<file path="src/rtl/spi_shift_engine.sv">
// Full-duplex SPI shift engine: loads a word by valid/ready, then shifts out
// and captures a programmable number of bits under external sample/shift strobes.
module spi_shift_engine #(
   parameter  int unsigned WIDTH = 8,
   localparam int unsigned CNT_W = $clog2(WIDTH + 1)
) (
   input  logic             i_clk,
   input  logic             i_rst,
   input  logic             i_load_valid,
   output logic             o_load_ready,
   input  logic [WIDTH-1:0] i_load_data,
   input  logic [CNT_W-1:0] i_len,
   input  logic             i_lsb_first,
   input  logic             i_sample_stb,
   input  logic             i_shift_stb,
   input  logic             i_abort,
   input  logic             i_serial,
   output logic             o_serial,
   output logic             o_busy,
   output logic             o_done,
   output logic [WIDTH-1:0] o_rx_data
);

   typedef enum logic [1:0] {IDLE, SHIFT, DONE} state_t;
   typedef enum logic {PH_SAMPLE, PH_SHIFT} phase_t;

   state_t           state;
   state_t           state_n;
   phase_t           phase;
   logic [WIDTH-1:0] tx_sr;
   logic [WIDTH-1:0] rx_sr;
   logic [WIDTH-1:0] rx_next;
   logic [WIDTH-1:0] rx_data;
   logic [CNT_W-1:0] len_r;
   logic [CNT_W-1:0] len_eff;
   logic [CNT_W-1:0] count;
   logic [CNT_W-1:0] count_inc;
   logic             lsb_r;
   logic             accept;
   logic             do_sample;
   logic             do_shift;
   logic             last;

   // Zero or oversize lengths mean a full-width transfer
   assign len_eff = (i_len == '0 || i_len > CNT_W'(WIDTH)) ? CNT_W'(WIDTH) : i_len;

   assign o_load_ready = (state == IDLE) && !i_abort && !i_rst;
   assign accept       = i_load_valid && o_load_ready;
   assign count_inc    = count + CNT_W'(1);
   assign do_sample    = (state == SHIFT) && !i_abort && (phase == PH_SAMPLE) && i_sample_stb;
   assign do_shift     = (state == SHIFT) && !i_abort && (phase == PH_SHIFT) && i_shift_stb;
   assign last         = do_sample && (count_inc == len_r);

   // MSB-first fills from bit 0 upward by shifting; LSB-first drops the bit at its index
   assign rx_next = lsb_r ? (rx_sr | (WIDTH'(i_serial) << count))
                          : {rx_sr[WIDTH-2:0], i_serial};

   assign o_busy    = (state == SHIFT);
   assign o_done    = (state == DONE);
   assign o_serial  = (state == SHIFT) && (lsb_r ? tx_sr[0] : tx_sr[WIDTH-1]);
   assign o_rx_data = rx_data;

   always_ff @(posedge i_clk or posedge i_rst) begin
      if (i_rst) state <= IDLE;
      else       state <= state_n;
   end

   always_comb begin
      state_n = state;
      case (state)
         IDLE:    if (accept) state_n = SHIFT;
         SHIFT: begin
            if (i_abort)   state_n = IDLE;
            else if (last) state_n = DONE;
         end
         DONE:    state_n = IDLE;
         default: state_n = IDLE;
      endcase
   end

   // MSB-first words are left-justified on load so the first bit sits at the top
   always_ff @(posedge i_clk or posedge i_rst) begin
      if (i_rst) begin
         tx_sr   <= '0;
         rx_sr   <= '0;
         rx_data <= '0;
         len_r   <= '0;
         count   <= '0;
         lsb_r   <= 1'b0;
         phase   <= PH_SAMPLE;
      end else if (accept) begin
         tx_sr <= i_lsb_first ? i_load_data : (i_load_data << (CNT_W'(WIDTH) - len_eff));
         rx_sr <= '0;
         len_r <= len_eff;
         count <= '0;
         lsb_r <= i_lsb_first;
         phase <= PH_SAMPLE;
      end else if (do_sample) begin
         rx_sr <= rx_next;
         count <= count_inc;
         phase <= PH_SHIFT;
         if (last) rx_data <= rx_next;
      end else if (do_shift) begin
         tx_sr <= lsb_r ? (tx_sr >> 1) : (tx_sr << 1);
         phase <= PH_SAMPLE;
      end
   end

endmodule

</file>
<file path="config.mk">
export PLATFORM = sky130hd
export DESIGN_NAME = spi_shift_engine
export DESIGN_NICKNAME = d
export VERILOG_FILES = /design/src/rtl/spi_shift_engine.sv
export SDC_FILE = /design/constraint.sdc
export NUM_CORES = 1
export LEC_CHECK = 0
export ABC_AREA = 1
export CORE_MARGIN = 5
export CORE_UTILIZATION = 48
export DETAILED_ROUTE_END_ITERATION = 7
export PLACE_DENSITY = 0.84
export SLEW_MARGIN = 0
export SYNTH_ARGS = -nofsm -noshare
export SYNTH_HDL_FRONTEND = slang
export SYNTH_SLANG_ARGS = --single-unit
</file>
<file path="constraint.sdc">
create_clock -name i_clk -period 3.09 [get_ports i_clk]
set_input_delay 0.618 -clock i_clk [delete_from_list [all_inputs] [get_ports i_clk]]
set_output_delay 0.618 -clock i_clk [all_outputs]
set_load 0.05 [all_outputs]
</file>
==> results of run 1 <==
[power groups by stage]
stage | clock network (W) | registers [W] | logic, W
global placement | 0 | 0.000647 | 0.000538
finish | 0.000341 | 0.000642 | 0.000544
detailed placement | 0 | 0.000649 | 0.000544
global route | 0.000368 | 0.000654 | 0.000613
CTS | 0.000349 | 0.000641 | 0.000548
floorplan | 0 | 0.000707 | 0.000326
[cell families after synthesis]
group	synth area share [%]
AND/OR/NAND/NOR	37.3
AO/OA/AOI/OAI	12.2
buffers and inverters	8.46
multiplexers	0.442
flip-flops	39.8
XOR/XNOR	0.719
adder cells (fa/ha/maj)	1.11
[layout make-up]
class / instances / area [sq um] / share of cell area, %
multi-input combinational: 239 / 1170 / 42.9
sequential: 36 / 901 / 33.0
tap: 54 / 67.6 / 2.48
clock buffer: 8 / 90.1 / 3.30
inverter: 38 / 148 / 5.41
timing repair buffer: 35 / 350 / 12.8
[registers in the layout (all words and copies together), names as in the netlist]
name and flops:
rx_sr 8, len_r 4, phase 1, lsb_r 1
state 2, count 4, tx_sr 8, o_rx_data 8
[layout by cell type (no fill, tap or decap)]
master,count
nand2_1,103
nand3_1,38
dfrtp_1,36
inv_1,34
clkdlybuf4s50_1,30
o21ai_0,29
nor2_1,23
a21oi_1,13
clkbuf_8,6
nand2_2,4
nand3b_1,4
buf_4,4
o22ai_1,3
o211ai_1,3
clkinv_1,2
nand2_4,2
nor2_2,2
a31oi_1,2
ha_1,2
clkbuf_1,2
nor2_4,1
nand3_4,1
nand4_2,1
clkinv_4,1
inv_2,1
xor2_2,1
nor2_8,1
o21ai_1,1
o21a_1,1
nand4_1,1
mux2i_1,1
nor3_4,1
or2_2,1
buf_12,1
[worst reg2reg max path: cells and delay by family, from the launching register on]
family	cells	cell delay, ns
buffers and inverters	1	0.05
adder cells (fa/ha/maj)	1	0.31
AO/OA/AOI/OAI	1	0.08
flip-flops	1	0.46
AND/OR/NAND/NOR	7	0.74
[per-layer routing]
metal,routed length [microns],vias up,track usage (%)
li1,-,1105,-
met1,2160,995,21.0
met2,2500,48,31.9
met3,262,7,3.67
met4,77,0,7.87
met5,0,-,0
[metrics by stage]
step                setup slack, ns  hold slack, ns  instances
floorplan                     0.560           0.465        321
global placement              0.574           0.454        402
detailed placement            0.535           0.459        402
CTS                           0.508           0.475        410
global route                  0.361           0.501        410
finish                        0.534           0.469        410
[path summary, 6_finish.rpt]
path                         startpoint           end  slack (ns)
min                        o_rx_data[3]  o_rx_data[3]        0.47
max                            state[1]      o_serial        0.53
min in group asynchronous         i_rst  o_rx_data[2]        0.82
min reg2reg                o_rx_data[3]  o_rx_data[3]        0.47
max in group asynchronous         i_rst      rx_sr[6]        1.96
max reg2reg                    count[0]      state[0]        1.32
==> flow_summary_export.csv, run 1 <==
group,metric,value,unit
cts,clk_path_buf_depth,2,
power_and_ir_drop,intPower,0.000952,W
setup_path,required,2.47,ns
timing,rsz0062_at_grt,"false",
cts,cts_sinks,36,
synth,synth_top_flop_cell,"dfrtp_1",
synth,synth_nets,343,
setup_path,path_cells,"inv_1, nand2_2, inv_1, o21ai_0, a21oi_1, clkdlybuf4s50_1",
synth,yosysTopAreaCellShare,39.8,%
synth,netlist.top_cell.by_area,"dfrtp_1",
power_and_ir_drop,peakVddDrop,0.000201,V
global_routing,first_global_vias,2094,
synth,synth-edff-count,0,
timing,fmax,0.391,GHz
routing,first_iter_violations,113,
synth,synth_cell_types,32,
finish,design_area,2730,sq um
timing,relSlewSlack,66.1,%
routing,routed_wirelength,5000,microns
synth,yosysWarnings,0,
routing,via_per_inst,5.26,
setup_path,cp_slowest_cell,"clkdlybuf4s50_1",
timing,fin_crit_sh,82.7,%
floorplan,rows,25,
synth,synth-seq-cells,36,
synth,yosysMostFrequentCell,"nand2_1",
cts,clk_latency,0.29,ns
cts,cts_buffers,5,
timing,tightest_slew,0.507,ns
timing,finalSetupViolations,0,
synth,ys_top_cells_by_count,"nand2_1 (103), nand3_1 (38), dfrtp_1 (36)",
routing,avgRoutedWirePerCell,12.2,microns
job,maxCapViolations,0,
cts,htree_levels,2,
hold_path,worstHoldPathType,"flop to flop",
setup_path,crit_top_cell,"inv_1",
global_routing,grt_usage,18.1,%
power_and_ir_drop,seq_power_share,42.0,%
global_routing,grt_start_max_net_pins,37,
setup_path,critPathCaptureType,"primary output",
floorplan,ios,32,
synth,yosys-top-cells-area,"dfrtp_1 (40%), nand2_1 (17%), nand3_1 (8.4%)",
cts,post_cts_resized,0,
global_routing,grt_pass1_wl,8980,microns
routing,route.detailed.drc,0,
cts,root_buffer,"clkbuf_8",
power_and_ir_drop,power.density,560,nW/um^2
finish,final_core_util,58.5,%
floorplan,die-area,6190,sq um
power_and_ir_drop,pwr-share-clk,22.3,%
cts,hold_buffers,0,
power_and_ir_drop,swShare,37.7,%
setup_path,critPathTopFamily,"buffers and inverters",
setup_path,worst-path-stages,6,
synth,synth_async_sr_flop_share,100,%
synth,syn_avg_cell_area,7.05,sq um
routing,ant_nets,0,
power_and_ir_drop,power_leakage,1.37,nW
finish,nFillCells,454,
hold_path,worst_hold_path.num_cells,2,
floorplan,start_util,48.6,%
finish,final_layout_size_suffix_gt1_share,7.87,%
finish,antenna_cells,0,
power_and_ir_drop,pwr-share-comb,35.6,%
setup_path,worst_path_largest_cell_delay,0.82,ns
synth,synth_area,2260,sq um
floorplan,die_w,78.7,microns
floorplan,core_area,4660,sq um
setup_path,path_buf_inv,3,
outcome,status,"finished clean",
cts,cts_tree,"yes",
synth,yosysSeqAreaShare,39.8,%
setup_path,critPathKind,"flop to primary output",
cts,path_clk_slew,0.06,ns
floorplan,die_y,78.7,microns
setup_path,cp_max_fo,2,
setup_path,ff2ff_path_depth,10,
timing,fin_crit,2.56,ns
place,port_buffers,31,
setup_path,start_kind,"flop",
power_and_ir_drop,power_switching,0.000576,W
power_and_ir_drop,power.total,0.00153,W
routing,num_vias,2155,
place,dpl.hpwl,3880,microns
place,gp_congestion,0.912,
setup_path,cp.arrival,1.94,ns
cts,cts_setup_buffers,0,
place,place_area,2640,sq um
timing,tns,0,ns
global_routing,overflow,0,
routing,firstDrtPassIters,4,
finish,syn_to_final_growth,20.5,%
timing,hold_viol_final,0,
timing,drv_slew,0,
timing,finalClockSkew,0.00508,ns
global_routing,antenna_found_initial,0,
synth,syn_inst,321,
finish,nets,377,
No activity file was read; power rests on OpenSTA's default activity.
==> run 2: changes to the inputs <==
Clock period 3.09 ns to 2.5 ns, I/O delays scaled along.
==> flow_summary_export.csv, run 2 (synthesized netlist as in run 1, its figures left out) <==
group,metric,value,unit
outcome,status,"finished clean",
place,dpl.cell_count,403,
timing,rsz0062_at_grt,"false",
routing,ant_nets,0,
cts,cts_tree,"yes",
setup_path,crit_top_cell,"inv_1",
power_and_ir_drop,pwr-share-clk,22.9,%
timing,finalSetupViolations,0,
place,dpl.hpwl,3980,microns
timing,tns,0,ns
place,place_area,2640,sq um
floorplan,start_util,48.6,%
routing,via_per_inst,5.32,
cts,root_buffer,"clkbuf_8",
routing,route.detailed.drc,0,
routing,num_vias,2181,
finish,final_layout_size_suffix_gt1_share,8.71,%
finish,antenna_cells,0,
timing,fin_crit,2.19,ns
cts,path_clk_slew,0.07,ns
setup_path,cp_max_fo,2,
timing,fmax,0.456,GHz
setup_path,critPathCaptureType,"primary output",
power_and_ir_drop,swShare,37.4,%
floorplan,die_w,78.7,microns
timing,fin_crit_sh,87.7,%
cts,hold_buffers,0,
place,port_buffers,31,
hold_path,worstHoldPathType,"flop to flop",
cts,cts_sinks,36,
power_and_ir_drop,seq_power_share,42.2,%
timing,tightest_slew,0.493,ns
job,maxCapViolations,0,
setup_path,path_buf_inv,3,
global_routing,grt_usage,18.1,%
finish,nets,378,
setup_path,worst_path_largest_cell_delay,0.80,ns
power_and_ir_drop,power_switching,0.000716,W
finish,final_core_util,58.8,%
setup_path,cp_slowest_cell,"clkdlybuf4s50_1",
global_routing,first_global_vias,2079,
global_routing,grt_pass1_wl,8990,microns
floorplan,die_y,78.7,microns
power_and_ir_drop,pwr-share-comb,34.9,%
floorplan,ios,32,
finish,layout_commonest_cell,"nand2_1",
finish,design_area,2740,sq um
routing,firstDrtPassIters,4,
finish,syn_to_final_growth,21.0,%
place,gp_congestion,0.963,
power_and_ir_drop,power_leakage,1.38,nW
timing,finalClockSkew,0.00330,ns
global_routing,overflow,0,
cts,post_cts_resized,0,
cts,clk_latency,0.29,ns
cts,clk_path_buf_depth,2,
setup_path,start_kind,"flop",
timing,drv_slew,0,
finish,final_cell_mix,"nand2_1 (103), nand3_1 (38), dfrtp_1 (36)",
setup_path,critPathKind,"flop to primary output",
power_and_ir_drop,peakVddDrop,0.000220,V
global_routing,grt_start_max_net_pins,37,
setup_path,cp.arrival,1.69,ns
setup_path,path_cells,"inv_1, nand2_2, inv_1, clkdlybuf4s50_1",
floorplan,die-area,6190,sq um
setup_path,required,2.00,ns
power_and_ir_drop,power.density,699,nW/um^2
floorplan,core_area,4660,sq um
timing,hold_viol_final,0,
cts,cts_setup_buffers,0,
power_and_ir_drop,intPower,0.00120,W
cts,cts_buffers,5,
routing,first_iter_violations,136,
floorplan,rows,25,
setup_path,critPathTopFamily,"buffers and inverters",
routing,routed_wirelength,5180,microns
global_routing,antenna_found_initial,0,
finish,instances_no_fill,410,
cts,htree_levels,2,
timing,relSlewSlack,67.0,%
routing,avgRoutedWirePerCell,12.6,microns
==> run 2: routing by layer <==
metal  global-route usage [%]  part of all wire [%]
met5                        0                     0
met4                     9.79                   2.1
met1                     21.1                    42
met3                     4.36                   5.8
met2                     30.6                    50
==> run 2: metrics by stage <==
step | hold WS [ns] | power (W) | setup slack (ns)
after floorplan | 0.465 | 0.00128 | 0.206
after global placement | 0.454 | 0.00146 | 0.242
after detailed placement | 0.458 | 0.00148 | 0.173
after CTS | 0.474 | 0.00192 | 0.297
after global routing | 0.491 | 0.00204 | 0.226
final | 0.468 | 0.00191 | 0.308
==> run 2: power by group through the flow <==
stage	Clock (W)	Sequential [W]	Combinational, W
after floorplan	0	0.000874	0.000403
after global placement	0	0.000807	0.000654
after detailed placement	0	0.000816	0.000667
after CTS	0.000446	0.000806	0.000670
after global routing	0.000474	0.000821	0.000744
final	0.000439	0.000807	0.000668
==> run 2: path summary, 6_finish.rpt <==
check | endpoint | slack, ns | cells past startpoint | from
max in group asynchronous | count[0] | 1.47 | 3 | i_rst
hold reg to reg | o_rx_data[1] | 0.47 | 2 | o_rx_data[1]
min in group asynchronous | state[1] | 0.71 | 3 | i_rst
setup reg to reg | state[0] | 0.73 | 9 | count[0]
setup / recovery | o_busy | 0.31 | 4 | state[1]
hold / removal | o_rx_data[1] | 0.47 | 2 | o_rx_data[1]
==> run 2: final cells by class <==
| cell class | instances | area (sq um) |
|---|---|---|
| Tap cell | 54 | 67.6 |
| Multi-Input combinational cell | 239 | 1170 |
| Clock buffer | 7 | 96.3 |
| Inverter | 38 | 148 |
| Fill cell | 448 | 1920 |
| Sequential cell | 36 | 901 |
| Timing Repair Buffer | 36 | 355 |
==> run 2: tightest hold or removal path, delay by kind of cell, from the launching register on <==
family,cells,cell delay (ns)
and+or+nand+nor,2,0.09
DFF,1,0.34
==> run 3: changes to the inputs <==
Settings changed: HOLD_SLACK_MARGIN set to 0.02.
==> results of run 3 <==
The final DEF is identical to that of run 2; final timing and power are the same.
